`src/rtl/rpn_eval_stack_if.sv`:
```
// Token/result bus between the token parser, the RPN evaluator and result logic.
// master = token source (drives strobes and CLR), slave = evaluator.
// Widths follow DATA_W and DEPTH of the attached evaluator.
interface rpn_eval_stack_if #(
  parameter int DATA_W = 32,
  parameter int DEPTH  = 16
);
  localparam int PTR_W = $clog2(DEPTH);

  logic [DATA_W-1:0] NUM_IN;
  logic              NUM_STB;
  logic [7:0]        OP_IN;
  logic              OP_STB;
  logic              END_STB;
  logic              CLR;
  logic              BUSY;
  logic [DATA_W-1:0] RESULT;
  logic              RESULT_VLD;
  logic              ERR;
  logic [2:0]        ERR_CODE;
  logic [PTR_W:0]    DEPTH_OUT;

  modport master (
    output NUM_IN, NUM_STB, OP_IN, OP_STB, END_STB, CLR,
    input  BUSY, RESULT, RESULT_VLD, ERR, ERR_CODE, DEPTH_OUT
  );

  modport slave (
    input  NUM_IN, NUM_STB, OP_IN, OP_STB, END_STB, CLR,
    output BUSY, RESULT, RESULT_VLD, ERR, ERR_CODE, DEPTH_OUT
  );
endinterface

```
`src/rtl/rpn_eval_stack.sv`:
```
// Postfix evaluator: pushes numbers, runs unsigned ALU ops on the top two entries.
// Latency: push 1 cycle; operator 3 cycles (BUSY high 2); END 1 cycle.
// Backpressure: strobes honoured only in IDLE with BUSY=0, ignored otherwise; errors stick until CLR/RST.
module rpn_eval_stack #(
  parameter int DATA_W = 32,
  parameter int DEPTH  = 16
) (
  input logic          CLK,
  input logic          RST,
  rpn_eval_stack_if.slave bus
);
  localparam int PTR_W = $clog2(DEPTH);
  localparam logic [PTR_W:0] FULL = (PTR_W+1)'(DEPTH);
  localparam logic [PTR_W:0] ONE  = (PTR_W+1)'(1);
  localparam logic [PTR_W:0] TWO  = (PTR_W+1)'(2);

  localparam logic [2:0] E_NONE = 3'd0, E_OVF = 3'd1, E_UNF = 3'd2, E_DIV0 = 3'd3,
                         E_BAD_OP = 3'd4, E_BAD_END = 3'd5, E_COLL = 3'd6;

  typedef enum logic [1:0] {IDLE, EXEC, WB, ERROR} state_t;

  state_t            state, state_nxt;
  logic [2:0]        code_nxt;
  logic [PTR_W:0]    sp;
  logic [PTR_W:0]    sp_m1, sp_m2;
  logic [DATA_W-1:0] mem [DEPTH];
  logic [DATA_W-1:0] opa, opb, alu, alu_q;
  logic [7:0]        op;
  logic              do_push, do_latch, do_end, do_wb;
  logic              collide, op_ok, div0;

  logic              busy_q, err_q, vld_q;
  logic [2:0]        code_q;
  logic [DATA_W-1:0] result_q;

  assign sp_m1   = sp - ONE;
  assign sp_m2   = sp - TWO;
  assign collide = (bus.NUM_STB & bus.OP_STB) | (bus.NUM_STB & bus.END_STB) |
                   (bus.OP_STB & bus.END_STB);
  assign op_ok   = bus.OP_IN inside {"+", "-", "*", "/", "%", "&", "|", "^"};
  assign div0    = ((op == "/") || (op == "%")) && (opb == '0);

  // Unsigned ALU on the latched operands; A is the earlier-pushed value.
  always_comb begin
    alu = '0;
    case (op)
      "+":     alu = opa + opb;
      "-":     alu = opa - opb;
      "*":     alu = opa * opb;
      "/":     if (opb != '0) alu = opa / opb;
      "%":     if (opb != '0) alu = opa % opb;
      "&":     alu = opa & opb;
      "|":     alu = opa | opb;
      "^":     alu = opa ^ opb;
      default: alu = '0;
    endcase
  end

  // Next-state and per-cycle actions; CLR overrides every strobe in every state.
  always_comb begin
    state_nxt = state;
    code_nxt  = code_q;
    do_push   = 1'b0;
    do_latch  = 1'b0;
    do_end    = 1'b0;
    do_wb     = 1'b0;
    if (bus.CLR) begin
      state_nxt = IDLE;
      code_nxt  = E_NONE;
    end else begin
      case (state)
        IDLE: begin
          if (collide) begin
            state_nxt = ERROR;
            code_nxt  = E_COLL;
          end else if (bus.NUM_STB) begin
            if (sp == FULL) begin
              state_nxt = ERROR;
              code_nxt  = E_OVF;
            end else begin
              do_push = 1'b1;
            end
          end else if (bus.OP_STB) begin
            if (sp < TWO) begin
              state_nxt = ERROR;
              code_nxt  = E_UNF;
            end else if (!op_ok) begin
              state_nxt = ERROR;
              code_nxt  = E_BAD_OP;
            end else begin
              do_latch  = 1'b1;
              state_nxt = EXEC;
            end
          end else if (bus.END_STB) begin
            if (sp == ONE) begin
              do_end = 1'b1;
            end else begin
              state_nxt = ERROR;
              code_nxt  = E_BAD_END;
            end
          end
        end
        EXEC: begin
          if (div0) begin
            state_nxt = ERROR;
            code_nxt  = E_DIV0;
          end else begin
            state_nxt = WB;
          end
        end
        WB: begin
          do_wb     = 1'b1;
          state_nxt = IDLE;
        end
        default: state_nxt = ERROR;
      endcase
    end
  end

  // Control state, stack pointer, operand latches and output registers.
  always_ff @(posedge CLK or posedge RST) begin
    if (RST) begin
      state    <= IDLE;
      sp       <= '0;
      busy_q   <= 1'b0;
      err_q    <= 1'b0;
      code_q   <= E_NONE;
      vld_q    <= 1'b0;
      result_q <= '0;
      opa      <= '0;
      opb      <= '0;
      op       <= '0;
      alu_q    <= '0;
    end else begin
      state  <= state_nxt;
      code_q <= code_nxt;
      busy_q <= (state_nxt != IDLE);
      err_q  <= (state_nxt == ERROR);
      vld_q  <= do_end;
      if (bus.CLR)     sp <= '0;
      else if (do_push) sp <= sp + ONE;
      else if (do_end)  sp <= '0;
      else if (do_wb)   sp <= sp_m1;
      if (do_latch) begin
        opb <= mem[sp_m1[PTR_W-1:0]];
        opa <= mem[sp_m2[PTR_W-1:0]];
        op  <= bus.OP_IN;
      end
      if (state == EXEC) alu_q <= alu;
      if (do_end) result_q <= mem[0];
    end
  end

  // Stack storage is deliberately left unreset; occupancy is tracked by sp alone.
  always_ff @(posedge CLK) begin
    if (do_push)    mem[sp[PTR_W-1:0]]    <= bus.NUM_IN;
    else if (do_wb) mem[sp_m2[PTR_W-1:0]] <= alu_q;
  end

  assign bus.BUSY       = busy_q;
  assign bus.ERR        = err_q;
  assign bus.ERR_CODE   = code_q;
  assign bus.RESULT_VLD = vld_q;
  assign bus.RESULT     = result_q;
  assign bus.DEPTH_OUT  = sp;
endmodule

```
`src/flat_wrapper.sv`:
```
// flat-port wrapper written by rule: the top's interface ports become plain ports
module rpn_eval_stack_flat 
#(
  parameter int DATA_W = 32,
  parameter int DEPTH  = 16
)
  (CLK, RST, bus_NUM_IN, bus_NUM_STB, bus_OP_IN, bus_OP_STB, bus_END_STB, bus_CLR, bus_BUSY, bus_RESULT, bus_RESULT_VLD, bus_ERR, bus_ERR_CODE, bus_DEPTH_OUT);
  rpn_eval_stack_if #(.DATA_W(DATA_W), .DEPTH(DEPTH)) bus_i ();
  input logic CLK;
  input logic RST;
  input wire logic [$bits(bus_i.NUM_IN)-1:0] bus_NUM_IN;
  input wire logic [$bits(bus_i.NUM_STB)-1:0] bus_NUM_STB;
  input wire logic [$bits(bus_i.OP_IN)-1:0] bus_OP_IN;
  input wire logic [$bits(bus_i.OP_STB)-1:0] bus_OP_STB;
  input wire logic [$bits(bus_i.END_STB)-1:0] bus_END_STB;
  input wire logic [$bits(bus_i.CLR)-1:0] bus_CLR;
  output wire logic [$bits(bus_i.BUSY)-1:0] bus_BUSY;
  output wire logic [$bits(bus_i.RESULT)-1:0] bus_RESULT;
  output wire logic [$bits(bus_i.RESULT_VLD)-1:0] bus_RESULT_VLD;
  output wire logic [$bits(bus_i.ERR)-1:0] bus_ERR;
  output wire logic [$bits(bus_i.ERR_CODE)-1:0] bus_ERR_CODE;
  output wire logic [$bits(bus_i.DEPTH_OUT)-1:0] bus_DEPTH_OUT;
  assign bus_i.NUM_IN = bus_NUM_IN;
  assign bus_i.NUM_STB = bus_NUM_STB;
  assign bus_i.OP_IN = bus_OP_IN;
  assign bus_i.OP_STB = bus_OP_STB;
  assign bus_i.END_STB = bus_END_STB;
  assign bus_i.CLR = bus_CLR;
  assign bus_BUSY = bus_i.BUSY;
  assign bus_RESULT = bus_i.RESULT;
  assign bus_RESULT_VLD = bus_i.RESULT_VLD;
  assign bus_ERR = bus_i.ERR;
  assign bus_ERR_CODE = bus_i.ERR_CODE;
  assign bus_DEPTH_OUT = bus_i.DEPTH_OUT;
  rpn_eval_stack #(.DATA_W(DATA_W), .DEPTH(DEPTH)) u_core (.CLK(CLK), .RST(RST), .bus(bus_i));
endmodule
```
`config.mk`:
```
export PLATFORM = sky130hd
export DESIGN_NAME = rpn_eval_stack_flat
export DESIGN_NICKNAME = d
export VERILOG_FILES = /design/src/rtl/rpn_eval_stack_if.sv /design/src/rtl/rpn_eval_stack.sv /design/src/flat_wrapper.sv
export SDC_FILE = /design/constraint.sdc
export NUM_CORES = 2
export LEC_CHECK = 0
export ABC_CLOCK_PERIOD_IN_PS = 149800
export CAP_MARGIN = 20
export CORE_AREA = 5 5 368 370
export CTS_CLUSTER_DIAMETER = 50
export CTS_CLUSTER_SIZE = 40
export DETAILED_ROUTE_END_ITERATION = 6
export DIE_AREA = 0 0 373 375
export DONT_BUFFER_PORTS = 1
export PLACE_DENSITY = 0.72
export SLEW_MARGIN = 25
export SYNTH_ARGS = -nofsm -noshare
export SYNTH_HDL_FRONTEND = slang
export SYNTH_SLANG_ARGS = --single-unit
```
`constraint.sdc`:
```
create_clock -name CLK -period 149.8 [get_ports CLK]
set_input_delay 7.49 -clock CLK [delete_from_list [all_inputs] [get_ports CLK]]
set_output_delay 7.49 -clock CLK [all_outputs]
set_load 0.01 [all_outputs]
```
## After elaboration in Yosys (flattened, before gate mapping)

Memory sizes are Yosys's and may differ from the RTL's. A register that Yosys moved wholly into a read port is not among the register bits.
Index checks and enable logic that the tools add are counted.
Widths: inputs -> output; s select.

| cells by class | value |
|---|---|
| equal/unequal tests | 26 |
| reductions and logical operators | 11 |
| add/subtract/negate cells | 5 |
| bitwise gates (word level) | 8 |
| order comparisons | 1 |
| divide/modulo/power cells | 2 |
| muxes and demuxes | 58 |
| multipliers | 1 |

Operators by type and width:

| kind | number |
|---|---|
| $pmux 32 s8 | 1 |
| $eq 8x6->1 const B | 12 |
| $mux 32 | 3 |
| $add 32x32->32 | 1 |
| $and 32x32->32 | 1 |
| $div 32x32->32 | 1 |
| $eq 8x7->1 const B | 4 |
| $logic_not 32->1 | 1 |
| $mod 32x32->32 | 1 |
| $mul 32x32->32 | 1 |
| $or 32x32->32 | 1 |
| $reduce_bool 32->1 | 1 |
| $reduce_or 32->1 | 1 |
| $sub 32x32->32 | 1 |
| $xor 32x32->32 | 1 |
| $mux 3 | 10 |
| $mux 1 | 28 |
| $mux 5 | 4 |
| $mux 2 | 9 |
| $ne 6x5->1 const B | 2 |
| $reduce_bool 8->1 | 1 |
| $ne 7x6->1 const B | 1 |
| $pmux 2 s3 | 1 |
| $pmux 3 s2 | 1 |
| 20 further kinds | 24 |

| word-level totals | value |
|---|---|
| memories kept | 1 |
| bits in registers | 53 |
| RAM bits | 512 |
| output and inout bits | 43 |

Memories:

| memory | words | width | rd ports | clocked after memory_dff | write ports | RTL line | source |
|---|---|---|---|---|---|---|---|
| u_core.mem | 16 | 32 | 3 | 3 | 1 | rpn_eval_stack.sv:26 | `logic [DATA_W-1:0] mem [DEPTH];` |

## Logic depth before layout (Yosys ltp)

| logic depth | value |
|---|---|
| word-level depth | 11 |
| depth in mapped cells | 352 |

## Worst setup path before layout

No wires, ideal clock.

| timing | value |
|---|---|
| path kind | register -> register |
| start point | reg u_core.opb[0], read port of u_core.mem |
| end point | reg u_core.alu_q[30] |
| path buffers | 43 |
| path slack | 79658 ps |
| setup time | 143 ps |
| clock period less this slack | 70142 ps |
| data required time | 149657 ps |
| arrival time | 69999 ps |
| cell stages (with the launch flop) | 318 |
| path through | dfrtp_1 > clkbuf_1 > inv_1 > buf_1 > ha_1 > and4_1 > and4_1 > a221o_1 > nand2_1 > inv_1 > ha_1 > o21a_1 > nor2_1 > nor4_2 > mux2i_1 > ha_1 > o21a_1 > o22ai_1 > (+282 left out) > mux2_2 > ha_1 > a21oi_1 > o21bai_1 > a21oi_1 > nor3b_1 > o31ai_1 > a31oi_1 > a21oi_1 > nand2_1 > a41oi_1 > o2111a_1 > o22ai_1 > clkbuf_1 > buf_1 > o2bb2ai_1 > a221oi_1 > a22oi_1 |

| between the ends | value |
|---|---|
| cells in the longest elaborated chain, start to end | 3 |
| elaborated cells between the ends (all ways) | 9 |
| those cells by class | add/sub (2); mul (1); div (2); mux (3); reduce/logical (1) |

Ends and longest elaborated chain:

| what | RTL line | source |
|---|---|---|
| start: declaration | rpn_eval_stack.sv:27 | `logic [DATA_W-1:0] opa, opb, alu, alu_q;` |
| $mod 32x32->32, or another cell as far along | rpn_eval_stack.sv:51 | `"%": if (opb != '0) alu = opa % opb;` |
| $mux 32 (on tied branches) | rpn_eval_stack.sv:51, rpn_eval_stack.sv:50 |  |
| $pmux 32 s8 * | rpn_eval_stack.sv:46 | `case (op)` |
| end signal: assignment | rpn_eval_stack.sv:149 | `if (state == EXEC) alu_q <= alu;` |
| end: declaration | rpn_eval_stack.sv:27 |  |

Every way passes the cells marked *; elsewhere a longest branch is shown, timed or not.
A chain may end at the register's enable or synchronous reset.

## Worst setup path after layout

| timing | value |
|---|---|
| start point | reg u_core.opb[21], read port of u_core.mem |
| end point | reg u_core.alu_q[28] |

The elaborated chain is that of the path after synthesis.

==> metrics.txt <==
clk slew on worst S/H paths=140 ps; WP data arrival=87,500 ps; status=finished with violations; mean routed wirelength per cell=31.1 um; fin crit share=58.1%; Async SR Flop Fraction=22.5%; TNS Setup=0 ps; GRT Util Overall=43.7%; Post-Syn Instances=8,484; Via density=7.07; Max H-tree Level=2; number of setup buffers added after CTS=0; Hold Fails Final Rpt=0; max_cap viols=0; critical path's largest stage delay=790 ps; Resized cells post-CTS=0; vias in the first global route=69,860; area growth from synthesis to layout=5.37%; synth warn=0; unrepaired setup endpoints after global routing=no; Starting Density=59.3%; fin nets=9,548; FILL cells=10,997; RePlAce Congestion=1.09; Placeable Area=0.132 sq mm; Pre-antenna DRT Iters=7; Antenna Nets Post-Route=0; row cnt=134; chip width=373 um; CTS Hold Bufs=0; crit path max fanout=37; post-synthesis cell type count=115; Final Setup Violations=0; FMAX=11.5 MHz; most used cell, CP=ha_1; fraction of layout cells with a size suffix above 1=10.0%; initial antenna violation count=23; chip height=375 um; pin count of the biggest net entering global routing=97; Worst EP required=150,330 ps; Slowest cell on crit path=o41ai_4; DR vias=71,762; Most used DFF post-synth=edfxtp_1; IO Count=89; clk_lat worst skew=670 ps; Clock Tree Buf Depth=3; Worst Max-Slew Pin Slew=1280 ps; Critical Path End Type=flop; violations in the final reports=DRC; Max Clock Skew=76.4 ps; EDFF count, synth=512; TritonCTS Buffers=42; final core occ=62.5%; Mapped Area=0.0785 sq mm; IO buf count=0; GR Overflow Total=0; Slew Limit Headroom=13.8%; fin crit period=86,970 ps; Seq/Total Area, Yosys=24.3%; multi-input logic area=0.0555 sq mm; CP Launch Type=flop; CTS Root Cell=clkbuf_16; first-pass GRT wire length=458,000 um; drt drc=3; Setup Crit Path Kind=reg -> reg; post-DP HPWL=232,000 um; register area=0.0191 sq mm; Synth Register Bits=661; mean post-synth cell area=9.25 sq um; Hold Crit Class=reg -> reg; Final Max Tran Viols=0; Post-Route WL=316,000 um; clock sink total=661; CTS tree=built; Syn Nets=9,696; die area=0.140 sq mm; DRT iter0 DRCs=9,392
-- cells by family (layout without fill, tap and decap cells) --
family,Yosys count,count (layout),synth area share (%)
buf+inv,1096,982,5.29
flops,661,661,24.3
mux,409,409,10.4
simple gates,2722,2722,15.5
xor+xnor,496,496,5.54
fa+ha+maj,1166,1166,22.5
compound gates,1934,1934,16.3
other cells,0,16,0
-- sequential cells by signal (all words and copies together) (netlist names), 2 cells and up --
signal	count
u_core.alu_q	32
u_core.bus.DEPTH_OUT	5
u_core.bus.ERR_CODE	3
u_core.bus.RESULT	32
u_core.mem	512
u_core.op	8
u_core.opa	32
u_core.opb	32
u_core.state	2
-- area by class of cell --
cell class,instances,share of cell area (%)
Sequential cell,661,23.1
Antenna cell,16,0.0484
Timing Repair Buffer,187,1.77
Clock buffer,43,1.28
Multi-Input combinational cell,6727,67.1
Inverter,717,3.26
Tap cell,1768,2.68
Clock inverter,35,0.710
-- cell usage in the layout, fill, tap and decap left out, types with 313 or more instances in the layout --
cell / n
a21oi_1: 469
edfxtp_1: 512
mux4_2: 320
o21ai_0: 379
nor2_1: 669
inv_1: 695
nand2_1: 1192
fa_1: 410
ha_1: 754
xnor2_1: 313
-- cells in the mapped netlist (19+ instances only) --
cell type,number,share of area [%]
a221oi_1,43,0.48
edfxtp_1,512,20
nand3_1,136,0.87
a21oi_1,470,3.0
a22oi_1,31,0.30
mux4_2,320,9.2
nand2_1,1193,5.7
buf_1,68,0.33
a221o_1,19,0.24
or3_1,63,0.50
mux2_2,53,0.76
o21bai_1,45,0.43
xnor2_1,315,3.5
o211ai_1,42,0.40
nor3_1,168,1.1
o21a_1,128,1.2
o22ai_1,19,0.15
o31a_1,21,0.23
or2_2,50,0.40
nand2b_1,61,0.49
nor2_1,689,3.3
mux2i_1,31,0.40
clkbuf_1,293,1.4
nand4_1,52,0.41
nor2b_1,58,0.46
and3_1,50,0.40
xor2_1,181,2.0
dfrtp_1,149,4.8
fa_1,410,10
a211o_1,28,0.31
nor4_1,46,0.37
and2_1,48,0.38
inv_1,707,3.4
o31ai_1,62,0.59
o21ai_0,382,2.4
a31oi_1,95,0.76
o2111ai_1,21,0.23
o21ai_1,32,0.20
a211oi_1,55,0.53
a21o_1,212,2.0
ha_1,756,12
-- metal layers --
metal	vias up	share of wire, %	global-route usage, %
met3	1520	13	11.4
li1	30262	-	-
met5	-	0.024	0
met2	5383	43	67.4
met4	10	9.4	31.9
met1	34587	34	53.3
-- final timing paths --
path	from	to	slack (ps)	cells after the start
worst max-delay path	u_core.opb[21]	u_core.alu_q[28]	62830	287
worst min-delay path	u_core.mem[0][5]	u_core.bus.RESULT[5]	530	2
worst max register to register	u_core.opb[21]	u_core.alu_q[28]	62830	287
worst min register to register	u_core.mem[0][5]	u_core.bus.RESULT[5]	530	2
max in group asynchronous	RST	u_core.alu_q[24]	141400	3
min in group asynchronous	RST	u_core.bus.RESULT[15]	6650	1
-- per-stage QoR --
step / setup WS (ps) / hold WS (ps) / cell area [sq um] / cells
floorplan: 79660 / 450 / 78500 / 8484
global placement: 66150 / 484 / 80900 / 10055
detailed placement: 66090 / 493 / 80900 / 10056
CTS: 65650 / 519 / 82500 / 10134
global route: 58120 / 554 / 82600 / 10142
finish: 62830 / 526 / 82700 / 10154
-- worst max-delay path: cells and delay by family, from the launching register on --
kind	cells	cell delay [ps]
AND/OR/NAND/NOR	78	23630
buffers and inverters	20	3560
multiplexers	7	2710
flip-flops	1	780
AO/OA/AOI/OAI	151	45470
adder cells (fa/ha/maj)	31	10510
Power is not shown: default switching activity piles up to over one toggle a cycle in this logic, so the estimate is an artifact.
